`src/rtl/pipe_hazard_ctrl.sv`:
```
// -----------------------------------------------------------------------------
// pipe_hazard_ctrl
//   Central stall/flush sequencer for the five-stage MIPS pipeline. It decodes
//   the instructions held in the D, E, M and W pipeline registers and drives
//   the write-enable and clear strobes of PC/IF_ID/ID_EX/EX_MEM/MEM_WB. It also
//   owns the multiply/divide unit busy scheduler and the exception/ERET flush.
//
//   Build option (macro PIPE_FWD_EN):
//     defined   : Tnew/Tuse stall rule; external forwarding muxes are present.
//     undefined : no-forwarding build; any read of a register that is still
//                 the destination of an instruction in E, M or W stalls.
//
// Ports:
//   clk        in   pipeline clock
//   reset      in   asynchronous, active-high reset
//   IR_D..IR_W in   instruction words in IF_ID, ID_EX, EX_MEM, MEM_WB
//   exc_req    in   CP0 exception/interrupt taken this cycle (M commit point)
//   eret_D     in   ERET decoded in D
//   en_PC      out  PC write enable
//   en_D       out  IF_ID write enable
//   clr_D      out  IF_ID clear to nop
//   clr_E      out  ID_EX clear (bubble)
//   clr_M      out  EX_MEM clear
//   clr_W      out  MEM_WB clear
//   mdu_start  out  one-cycle MDU start pulse
//   mdu_busy   out  MDU busy flag
//   stall      out  registered stall decision (performance counter)
// -----------------------------------------------------------------------------
module pipe_hazard_ctrl #(
    parameter int MULT_CYC = 5,
    parameter int DIV_CYC  = 10,
    parameter int CNT_W    = 4
) (
    input  logic        clk,
    input  logic        reset,
    input  logic [31:0] IR_D,
    input  logic [31:0] IR_E,
    input  logic [31:0] IR_M,
    input  logic [31:0] IR_W,
    input  logic        exc_req,
    input  logic        eret_D,
    output logic        en_PC,
    output logic        en_D,
    output logic        clr_D,
    output logic        clr_E,
    output logic        clr_M,
    output logic        clr_W,
    output logic        mdu_start,
    output logic        mdu_busy,
    output logic        stall
);

    // Primary opcodes
    localparam logic [5:0] OP_RTYPE = 6'h00;
    localparam logic [5:0] OP_JAL   = 6'h03;
    localparam logic [5:0] OP_BEQ   = 6'h04;
    localparam logic [5:0] OP_BNE   = 6'h05;
    localparam logic [5:0] OP_ADDI  = 6'h08;
    localparam logic [5:0] OP_ADDIU = 6'h09;
    localparam logic [5:0] OP_SLTI  = 6'h0a;
    localparam logic [5:0] OP_SLTIU = 6'h0b;
    localparam logic [5:0] OP_ANDI  = 6'h0c;
    localparam logic [5:0] OP_ORI   = 6'h0d;
    localparam logic [5:0] OP_XORI  = 6'h0e;
    localparam logic [5:0] OP_LUI   = 6'h0f;
    localparam logic [5:0] OP_LB    = 6'h20;
    localparam logic [5:0] OP_LH    = 6'h21;
    localparam logic [5:0] OP_LW    = 6'h23;
    localparam logic [5:0] OP_LBU   = 6'h24;
    localparam logic [5:0] OP_LHU   = 6'h25;
    localparam logic [5:0] OP_SB    = 6'h28;
    localparam logic [5:0] OP_SH    = 6'h29;
    localparam logic [5:0] OP_SW    = 6'h2b;

    // R-type function codes
    localparam logic [5:0] F_SLL   = 6'h00;
    localparam logic [5:0] F_SRL   = 6'h02;
    localparam logic [5:0] F_SRA   = 6'h03;
    localparam logic [5:0] F_SLLV  = 6'h04;
    localparam logic [5:0] F_SRLV  = 6'h06;
    localparam logic [5:0] F_SRAV  = 6'h07;
    localparam logic [5:0] F_JR    = 6'h08;
    localparam logic [5:0] F_JALR  = 6'h09;
    localparam logic [5:0] F_MFHI  = 6'h10;
    localparam logic [5:0] F_MTHI  = 6'h11;
    localparam logic [5:0] F_MFLO  = 6'h12;
    localparam logic [5:0] F_MTLO  = 6'h13;
    localparam logic [5:0] F_MULT  = 6'h18;
    localparam logic [5:0] F_MULTU = 6'h19;
    localparam logic [5:0] F_DIV   = 6'h1a;
    localparam logic [5:0] F_DIVU  = 6'h1b;
    localparam logic [5:0] F_ADD   = 6'h20;
    localparam logic [5:0] F_ADDU  = 6'h21;
    localparam logic [5:0] F_SUB   = 6'h22;
    localparam logic [5:0] F_SUBU  = 6'h23;
    localparam logic [5:0] F_AND   = 6'h24;
    localparam logic [5:0] F_OR    = 6'h25;
    localparam logic [5:0] F_XOR   = 6'h26;
    localparam logic [5:0] F_NOR   = 6'h27;
    localparam logic [5:0] F_SLT   = 6'h2a;
    localparam logic [5:0] F_SLTU  = 6'h2b;

    localparam logic [CNT_W-1:0] MULT_LOAD = CNT_W'(MULT_CYC);
    localparam logic [CNT_W-1:0] DIV_LOAD  = CNT_W'(DIV_CYC);

    // Per-instruction hazard attributes. A destination of $0 is left as 0,
    // which never matches because sources of $0 are ignored.
    typedef struct packed {
        logic       use_rs;
        logic [1:0] tuse_rs;
        logic       use_rt;
        logic [1:0] tuse_rt;
        logic [4:0] dst;
        logic [1:0] tnew_e;     // Tnew while the instruction sits in E
        logic       is_load;
        logic       is_hilo;    // MDU op or mfhi/mflo: must wait for the MDU
        logic       is_muldiv;  // starts the MDU
        logic       is_div;
    } dec_t;

    function automatic dec_t decode_f(input logic [31:0] ir);
        dec_t       d;
        logic [5:0] op;
        logic [5:0] fn;
        d  = '0;
        op = ir[31:26];
        fn = ir[5:0];
        case (op)
            OP_RTYPE: begin
                case (fn)
                    F_JR: begin
                        d.use_rs = 1'b1; d.tuse_rs = 2'd0;
                    end
                    F_JALR: begin
                        d.use_rs = 1'b1; d.tuse_rs = 2'd0;
                        d.dst = ir[15:11]; d.tnew_e = 2'd0;
                    end
                    F_MFHI, F_MFLO: begin
                        d.dst = ir[15:11]; d.tnew_e = 2'd1; d.is_hilo = 1'b1;
                    end
                    F_MTHI, F_MTLO: begin
                        d.use_rs = 1'b1; d.tuse_rs = 2'd1; d.is_hilo = 1'b1;
                    end
                    F_MULT, F_MULTU, F_DIV, F_DIVU: begin
                        d.use_rs = 1'b1; d.tuse_rs = 2'd1;
                        d.use_rt = 1'b1; d.tuse_rt = 2'd1;
                        d.is_hilo = 1'b1; d.is_muldiv = 1'b1;
                        d.is_div = (fn == F_DIV) || (fn == F_DIVU);
                    end
                    // Immediate shifts only read rt; the rs field is zero.
                    F_SLL, F_SRL, F_SRA: begin
                        d.use_rt = 1'b1; d.tuse_rt = 2'd1;
                        d.dst = ir[15:11]; d.tnew_e = 2'd1;
                    end
                    F_SLLV, F_SRLV, F_SRAV, F_ADD, F_ADDU, F_SUB, F_SUBU,
                    F_AND, F_OR, F_XOR, F_NOR, F_SLT, F_SLTU: begin
                        d.use_rs = 1'b1; d.tuse_rs = 2'd1;
                        d.use_rt = 1'b1; d.tuse_rt = 2'd1;
                        d.dst = ir[15:11]; d.tnew_e = 2'd1;
                    end
                    default: begin
                        d.is_load = 1'b0;
                    end
                endcase
            end
            OP_JAL: begin
                d.dst = 5'd31; d.tnew_e = 2'd0;
            end
            OP_BEQ, OP_BNE: begin
                d.use_rs = 1'b1; d.tuse_rs = 2'd0;
                d.use_rt = 1'b1; d.tuse_rt = 2'd0;
            end
            OP_ADDI, OP_ADDIU, OP_SLTI, OP_SLTIU, OP_ANDI, OP_ORI, OP_XORI: begin
                d.use_rs = 1'b1; d.tuse_rs = 2'd1;
                d.dst = ir[20:16]; d.tnew_e = 2'd1;
            end
            OP_LUI: begin
                d.dst = ir[20:16]; d.tnew_e = 2'd1;
            end
            OP_LB, OP_LH, OP_LW, OP_LBU, OP_LHU: begin
                d.use_rs = 1'b1; d.tuse_rs = 2'd1;
                d.dst = ir[20:16]; d.tnew_e = 2'd2; d.is_load = 1'b1;
            end
            OP_SB, OP_SH, OP_SW: begin
                d.use_rs = 1'b1; d.tuse_rs = 2'd1;
                d.use_rt = 1'b1; d.tuse_rt = 2'd2;
            end
            default: begin
                d.is_load = 1'b0;
            end
        endcase
        return d;
    endfunction

    // Does one D-stage source collide with an in-flight destination?
    function automatic logic src_hazard_f(
        input logic       used,
        input logic [4:0] src,
        input logic [1:0] tuse,
        input logic [4:0] dst_e,
        input logic [1:0] tnew_e,
        input logic [4:0] dst_m,
        input logic [1:0] tnew_m,
        input logic [4:0] dst_w
    );
        logic hz;
        logic unused_arg;
`ifdef PIPE_FWD_EN
        // W always forwards in time, so only E and M can be too late.
        unused_arg = ^dst_w;
        if (used && (src != 5'd0)) begin
            hz = ((src == dst_e) && (tnew_e > tuse)) ||
                 ((src == dst_m) && (tnew_m > tuse));
        end else begin
            hz = 1'b0;
        end
`else
        // Without forwarding the value only becomes readable after W writes.
        unused_arg = ^{tuse, tnew_e, tnew_m};
        if (used && (src != 5'd0)) begin
            hz = (src == dst_e) || (src == dst_m) || (src == dst_w);
        end else begin
            hz = 1'b0;
        end
`endif
        return hz;
    endfunction

    dec_t             dec_d_s;
    dec_t             dec_e_s;
    dec_t             dec_m_s;
    dec_t             dec_w_s;
    logic [1:0]       tnew_m_s;
    logic             data_stall_s;
    logic             mdu_stall_s;
    logic             hazard_s;
    logic [CNT_W-1:0] busy_cnt_r;
    logic             stall_r;
    logic             unused_dec_s;

    assign dec_d_s  = decode_f(IR_D);
    assign dec_e_s  = decode_f(IR_E);
    assign dec_m_s  = decode_f(IR_M);
    assign dec_w_s  = decode_f(IR_W);
    assign tnew_m_s = dec_m_s.is_load ? 2'd1 : 2'd0;

    // Not every decoded attribute is needed for every stage.
    assign unused_dec_s = ^{dec_d_s, dec_e_s, dec_m_s, dec_w_s};

    // Register-dependency stall for rs and rt of the instruction in D
    always_comb begin
        data_stall_s =
            src_hazard_f(dec_d_s.use_rs, IR_D[25:21], dec_d_s.tuse_rs,
                         dec_e_s.dst, dec_e_s.tnew_e, dec_m_s.dst, tnew_m_s,
                         dec_w_s.dst) ||
            src_hazard_f(dec_d_s.use_rt, IR_D[20:16], dec_d_s.tuse_rt,
                         dec_e_s.dst, dec_e_s.tnew_e, dec_m_s.dst, tnew_m_s,
                         dec_w_s.dst);
    end

    // E is never stalled, so IR_E is seen for exactly one cycle: one pulse.
    assign mdu_start   = dec_e_s.is_muldiv && !mdu_busy && !exc_req;
    assign mdu_busy    = (busy_cnt_r != {CNT_W{1'b0}});
    // Including mdu_start covers the cycle before the counter has loaded.
    assign mdu_stall_s = dec_d_s.is_hilo && (mdu_busy || mdu_start);
    assign hazard_s    = data_stall_s || mdu_stall_s;
    assign stall       = stall_r;

    // Pipeline strobes; priority exception > stall > eret
    always_comb begin
        en_PC = 1'b1;
        en_D  = 1'b1;
        clr_D = 1'b0;
        clr_E = 1'b0;
        clr_M = 1'b0;
        clr_W = 1'b0;
        if (exc_req) begin
            // W is older than the faulting instruction and still commits.
            clr_D = 1'b1;
            clr_E = 1'b1;
            clr_M = 1'b1;
        end else if (hazard_s) begin
            en_PC = 1'b0;
            en_D  = 1'b0;
            clr_E = 1'b1;
        end else if (eret_D) begin
            // Squash the delay-slot fetch behind ERET.
            clr_D = 1'b1;
        end else begin
            en_PC = 1'b1;
        end
    end

    // MDU busy counter; an exception lets an in-flight operation finish
    always_ff @(posedge clk or posedge reset) begin
        if (reset) begin
            busy_cnt_r <= {CNT_W{1'b0}};
        end else if (mdu_start) begin
            busy_cnt_r <= dec_e_s.is_div ? DIV_LOAD : MULT_LOAD;
        end else if (mdu_busy) begin
            busy_cnt_r <= busy_cnt_r - {{(CNT_W-1){1'b0}}, 1'b1};
        end else begin
            busy_cnt_r <= busy_cnt_r;
        end
    end

    // Registered stall decision for the performance counter
    always_ff @(posedge clk or posedge reset) begin
        if (reset) begin
            stall_r <= 1'b0;
        end else begin
            stall_r <= hazard_s && !exc_req;
        end
    end

endmodule

```
`config.mk`:
```
export PLATFORM = sky130hd
export DESIGN_NAME = pipe_hazard_ctrl
export DESIGN_NICKNAME = d
export VERILOG_FILES = /design/src/rtl/pipe_hazard_ctrl.sv
export SDC_FILE = /design/constraint.sdc
export NUM_CORES = 1
export LEC_CHECK = 0
export ABC_AREA = 1
export ABC_CLOCK_PERIOD_IN_PS = 5300
export CORE_ASPECT_RATIO = 1.5
export CORE_MARGIN = 5
export CORE_UTILIZATION = 38
export DETAILED_ROUTE_END_ITERATION = 10
export PLACE_DENSITY = 0.89
export SLEW_MARGIN = 25
export SYNTH_ARGS = -nofsm -noshare
export SYNTH_HDL_FRONTEND = slang
export SYNTH_SLANG_ARGS = --single-unit
```
`constraint.sdc`:
```
create_clock -name clk -period 5.3 [get_ports clk]
set_input_delay 0.795 -clock clk [delete_from_list [all_inputs] [get_ports clk]]
set_output_delay 0.795 -clock clk [all_outputs]
set_load 0.05 [all_outputs]
```
=== After elaboration in Yosys (flattened, before gate mapping) ===
Index checks and enable logic that the tools add are counted.

* Add/sub/neg operators: 1
* Equality and inequality tests: 148
* Muxes and demuxes: 28
* Reductions and logical operators: 47

{| class="wikitable"
|+ Operators by type and width
! kind !! number
|-
| $eq 6x6->1 const B || 63
|-
| $eq 6x4->1 const B || 36
|-
| $eq 6x5->1 const B || 18
|-
| $eq 6x3->1 const B || 14
|-
| $pmux 7 s4 || 3
|-
| $eq 6x2->1 const B || 11
|-
| $reduce_or 18->1 || 3
|-
| $logic_not 6->1 || 8
|-
| $pmux 7 s2 || 3
|-
| $reduce_or 8->1 || 4
|-
| $eq 5x5->1 || 6
|-
| $reduce_or 20->1 || 1
|-
| $reduce_or 19->1 || 1
|-
| $pmux 3 s3 || 2
|-
| $reduce_or 15->1 || 1
|-
| $reduce_or 5->1 || 3
|-
| $mux 4 || 3
|-
| $mux 1 || 11
|-
| $reduce_bool 5->1 || 2
|-
| $logic_or 1x1->1 || 9
|-
| $reduce_or 4->1 || 2
|-
| $logic_and 1x1->1 || 6
|-
| $mux 2 || 3
|-
| $mux 3 || 2
|-
| other kinds (7) || 9
|}

* Register bits after elaboration: 5
* Bits of input ports: 132

=== Depth between registers and ports, before layout ===
* Word-level depth: 12
* Gate-level depth with buffers: 16
* Gate-level depth less buffers: 16

=== Worst setup path after synthesis ===
Ideal clock, no wire load.

* Path type: reg2out
* Start: register busy_cnt_r[0]
* End: output port mdu_start
* Arrival time: 2.864 ns
* Setup slack: 1.641 ns
* Cell stages (with the launch flop): 5
* Cells stage by stage: dfrtp_1 > inv_1 > ha_1 > nand3_1 > nor4_1

* Cells in the longest elaborated chain, start to end: 4

{| class="wikitable"
|+ RTL lines
! element !! line !! text
|-
| start: declaration || 237 || <nowiki>logic [CNT_W-1:0] busy_cnt_r;</nowiki>
|-
| start signal: assignment || 297 || <nowiki>busy_cnt_r <= {CNT_W{1'b0}};</nowiki>
|-
| start signal: assignment || 299 || <nowiki>busy_cnt_r <= dec_e_s.is_div ? DIV_LOAD : MULT_LOAD;</nowiki>
|-
| start signal: assignment || 301 || <nowiki>busy_cnt_r <= busy_cnt_r - {{(CNT_W-1){1'b0}}, 1'b1};</nowiki>
|-
| $reduce_bool 4->1 || 263 || <nowiki>assign mdu_busy = (busy_cnt_r != {CNT_W{1'b0}});</nowiki>
|-
| named net mdu_busy || 49 || <nowiki>output logic mdu_busy,</nowiki>
|-
| $logic_not 1->1 || 262 || <nowiki>assign mdu_start = dec_e_s.is_muldiv && !mdu_busy && !exc_req;</nowiki>
|-
| $logic_and 1x1->1 (2 in series) || 262 ||
|-
| end: declaration || 48 || <nowiki>output logic mdu_start,</nowiki>
|}

The timed path passes the listed nets, and every way through them passes these cells.

=== Final worst setup path ===
* Start: input port IR_E[26]
* End: output port en_D

* Cells in the longest elaborated chain, start to end: 11
* Elaborated cells on any way between the ends: 35

{| class="wikitable"
|+ RTL lines
! element !! line !! text
|-
| start: declaration || 37 || <nowiki>input logic [31:0] IR_E,</nowiki>
|-
| $eq 6x4->1 or $eq 6x6->1 (tied branches) || -- ||
|-
| $reduce_or 8->1 (no line) or $reduce_or 5->1 (tied branches) || -- ||
|-
| $pmux 7 s4 || 128 || <nowiki>case (op)</nowiki>
|-
| $eq 5x5->1 || 221 || <nowiki>hz = (src == dst_e) || (src == dst_m) || (src == dst_w);</nowiki>
|-
| $logic_or 1x1->1 (2 in series) || 221 ||
|-
| $mux 1 || 220 || <nowiki>if (used && (src != 5'd0)) begin</nowiki>
|-
| $logic_or 1x1->1 || 255 || <nowiki>dec_w_s.dst) ||</nowiki>
|-
| $logic_or 1x1->1 * || 266 || <nowiki>assign hazard_s = data_stall_s || mdu_stall_s;</nowiki>
|-
| $mux 1 * || 282 || <nowiki>end else if (hazard_s) begin</nowiki>
|-
| $mux 1 * || 277 || <nowiki>if (exc_req) begin</nowiki>
|-
| end: declaration || 43 || <nowiki>output logic en_D,</nowiki>
|}

Every way passes the cells marked *; elsewhere a longest branch is shown, timed or not.

==> impl_metrics.tcl <==
set metrics [dict create \
    run_status "finished clean" \
    synth_enable_flop_cells 0 \
    combinationalPowerShare_pct 66.8 \
    synth_seq_area_share_pct 6.614 \
    finalHoldViolations 0 \
    mostFrequentLayoutCells "sky130_fd_sc_hd__nand2_1 (128), sky130_fd_sc_hd__clkdlybuf4s50_1 (99), sky130_fd_sc_hd__inv_1 (67), sky130_fd_sc_hd__nand3_1 (63), sky130_fd_sc_hd__nor2_1 (45)" \
    max-vdd-ir-drop_uv 76.18 \
    final_common_cell "sky130_fd_sc_hd__nand2_1" \
    synth_top_cell_area_share_pct 25.40 \
    tritoncts "built" \
    drv_cap 0 \
    wl_per_cell_um 11.60 \
    crit_buf_inv 2 \
    die_width_um 67.61 \
    route.final.wire_length_mm 6.440 \
    syn_nets 524 \
    netSwitchingFraction_pct 43.13 \
    critical_path.startpoint "IR_E[26]" \
    fp.coreArea_um2 4848 \
    maxClockFrequency_mhz 226.5 \
    synthArstFlopShare_pct 100.0 \
    grt_pass1_wl_mm 10.27 \
    worst-endpoint-required_ns 4.51 \
    layout.core_utilization_pct 61.55 \
    setup-tns-final_ns 0 \
    i_o_pin_cnt 141 \
    powerDensity_nw_per_um2 138.8 \
    ff2ff_setup_slack_ns 3.61 \
    reg2reg_to "stall" \
    crit_slowest_cell "sky130_fd_sc_hd__clkdlybuf4s50_1" \
    standard_cell_rows 31 \
    crit_path_end "en_D" \
    start_util_pct 39.02 \
    grt_antenna_before_repair 0 \
    clkPwrFrac_pct 17.9 \
    h-tree-depth 1 \
    min_path_type "reg2reg" \
    net-switching-power_uw 178.7 \
    max-clock-path-buffers 2 \
    drt-vias-per-instance 4.969 \
    hpwl_mm 5.710 \
    critical_path.cell_chain "clkdlybuf4s50_1 > nand2_1 > nand3b_1 > nand3_1 > nand2_1 > nand2_1 > xor2_1 > nor2_1 > nand3b_1 > nand3_1 > nand2_2 > nand3_2 > nand2_2 > clkdlybuf4s50_1" \
    synthesized_cell_area_um2 1892 \
    end_kind "primary output" \
    slew_violations 0 \
    cts.clk_slew.worst_paths_ns 0.04 \
    timing.critical_path.arrival_ns 3.62 \
    power.sequential.fraction_pct 15.3 \
    number_of_buffers_added_to_fix_hold_violations_after_cts 0 \
    power.internal_uw 235.6 \
    r2r-start "busy_cnt_r[0]" \
    ant_nets 0 \
    clock_insertion_delay_worst_skew_ns 0.23 \
    critPathMaxStageDelay_ns 0.81 \
    post_route_cells_drive_above_1_share_pct 4.703 \
    vias 2758 \
    top_area_cells_in_the_synthesized_netlist "sky130_fd_sc_hd__nand2_1 (25%), sky130_fd_sc_hd__nand3_1 (17%), sky130_fd_sc_hd__inv_1 (13%), sky130_fd_sc_hd__nor2_1 (8.9%), sky130_fd_sc_hd__dfrtp_1 (6.6%)" \
    gp_congestion 0.9546 \
    synthToLayoutAreaGrowth_pct 57.74 \
    critPathLaunchType "input port" \
    critical_path_cell_count 14 \
    tritoncts.num_buffers 3 \
    timing_worst_slew_pin_value_ns 0.5271 \
    tritoncts_num_sinks 5 \
    globalRouteOverflowTotal 0 \
    hold_path_depth 2 \
    synthesis.yosys.warnings 0 \
    die_height_um 96.42 \
    numPortBuffers 99 \
    timing.final.crit_period_ns 4.415 \
    power_leakage_uw 0.001610 \
    violation_count_after_the_first_detailed_routing_iteration 92 \
    max_slew_margin_pct 64.53 \
    cp_top_family "simple AND/OR/NAND/NOR gates" \
    synth.ff_latch_count 5 \
    crit_type "in2out" \
    yosysUniqueCellTypes 31 \
    fp.dieArea_um2 6519 \
    final_net_count 624 \
    pin_count_of_the_biggest_net_entering_global_routing 13 \
    first_global_vias 2700 \
    synth_largest_area_cell "sky130_fd_sc_hd__nand2_1" \
    clock_skew_ns 0.001110 \
    grt_setup_unrepaired "no" \
    diodes 0 \
    synth_area_per_cell_um2 4.851 \
    route.detailed.drc 0 \
    grtUsageTotal_pct 19.44 \
    post_cts_buffers 0 \
    cpMostUsedCell "sky130_fd_sc_hd__nand2_1" \
    post_synthesis_instance_total 390 \
    synth_flop_cell "sky130_fd_sc_hd__dfrtp_1" \
    reg2reg_depth 10 \
    timing.final.crit_share_pct 83.31 \
    root_buffer "sky130_fd_sc_hd__clkbuf_8" \
    cts_resized 0 \
    critical_path_peak_fanout 12 \
    drt_pass1_iterations 5 \
    setup_viol_count_final 0 \
]
-- cells in the mapped netlist, types with 2 or more instances --
library cell	number
sky130_fd_sc_hd__nand2_2	4
sky130_fd_sc_hd__nor3b_1	2
sky130_fd_sc_hd__nand3b_1	2
sky130_fd_sc_hd__buf_4	3
sky130_fd_sc_hd__xor2_1	6
sky130_fd_sc_hd__nor2_1	45
sky130_fd_sc_hd__a21oi_2	2
sky130_fd_sc_hd__ha_1	2
sky130_fd_sc_hd__nand4_1	12
sky130_fd_sc_hd__nor2_2	7
sky130_fd_sc_hd__inv_2	2
sky130_fd_sc_hd__inv_1	67
sky130_fd_sc_hd__o21ai_0	10
sky130_fd_sc_hd__nor4_1	3
sky130_fd_sc_hd__nand3_1	63
sky130_fd_sc_hd__dfrtp_1	5
sky130_fd_sc_hd__nand3_2	3
sky130_fd_sc_hd__nor3_1	6
sky130_fd_sc_hd__a21oi_1	7
sky130_fd_sc_hd__nand2_1	128
-- metal layers --
layer / wire (µm) / up-vias / GRT usage [%]
met5: 0 / - / 0
met4: 76 / 0 / 5.753
met3: 371 / 10 / 3.125
met2: 3600 / 86 / 39.40
met1: 2392 / 1215 / 19.28
li1: - / 1447 / -
-- power by group through the flow --
stage               clock (µW)  sequential [µW]  combinational (µW)
finish                    74.2             63.5                 277
global route              78.0             64.5                 309
CTS                       74.6             63.5                 275
detailed placement           0             64.0                 274
global placement             0             63.1                 265
floorplan                    0             62.1                 156
-- worst reg2reg max path, cell delays in order (launching register included) --
cell,delay [ns]
sky130_fd_sc_hd__dfrtp_1,0.36
sky130_fd_sc_hd__inv_1,0.13
sky130_fd_sc_hd__ha_1,0.17
sky130_fd_sc_hd__nand3_1,0.14
sky130_fd_sc_hd__inv_1,0.16
sky130_fd_sc_hd__nand3_1,0.11
sky130_fd_sc_hd__nand2_1,0.14
sky130_fd_sc_hd__nand4_1,0.17
sky130_fd_sc_hd__nand3_2,0.14
sky130_fd_sc_hd__nand2_2,0.07
sky130_fd_sc_hd__inv_2,0.05
-- state kept, by name, summed over array words and instances, names as in the netlist --
signal and count:
stall 1, busy_cnt_r 4
-- worst min path at each step --
| stage | start | end |
|---|---|---|
| global placement | busy_cnt_r[2] | busy_cnt_r[2] |
| finish | busy_cnt_r[1] | busy_cnt_r[1] |
| global route | busy_cnt_r[2] | busy_cnt_r[2] |
| detailed placement | busy_cnt_r[2] | busy_cnt_r[2] |
| CTS | busy_cnt_r[2] | busy_cnt_r[2] |
| floorplan | busy_cnt_r[2] | busy_cnt_r[2] |
-- cell families (layout without fill, tap and decap cells) --
group	Yosys count	in the layout	share of synthesized area, %
flops	5	5	6.614
buf+inv	73	172	15.15
other cells	1	1	0.1982
compound gates	26	26	8.268
simple gates	276	276	65.21
fa+ha+maj	2	2	1.323
xor+xnor	7	7	3.241
-- metrics by stage --
| step | cells | cell area, µm² | setup slack [ns] | hold WS (ns) | total power [µW] |
|---|---|---|---|---|---|
| 2_1_floorplan | 390 | 1892 | 1.641 | 0.5452 | 217.9 |
| 3_3_place_gp | 551 | 2938 | 0.9315 | 0.5999 | 328.0 |
| 3_5_place_dp | 551 | 2938 | 0.8680 | 0.5989 | 337.5 |
| 4_1_cts | 555 | 2984 | 0.8623 | 0.6077 | 413.1 |
| 5_1_grt | 555 | 2984 | 0.6477 | 0.6489 | 452.0 |
| 6_report | 555 | 2984 | 0.8847 | 0.6089 | 414.3 |
-- area by class of cell --
cell class / instances / area [µm²]
well taps: 66 / 82.58
fillers: 465 / 1864
inverters: 69 / 259.0
repair buffers: 99 / 991.0
flip-flops and latches: 5 / 125.1
clock buffers: 3 / 41.29
multi-input cells: 312 / 1480
clock inverters: 1 / 5.005
No activity file was read; power rests on OpenSTA's default activity.
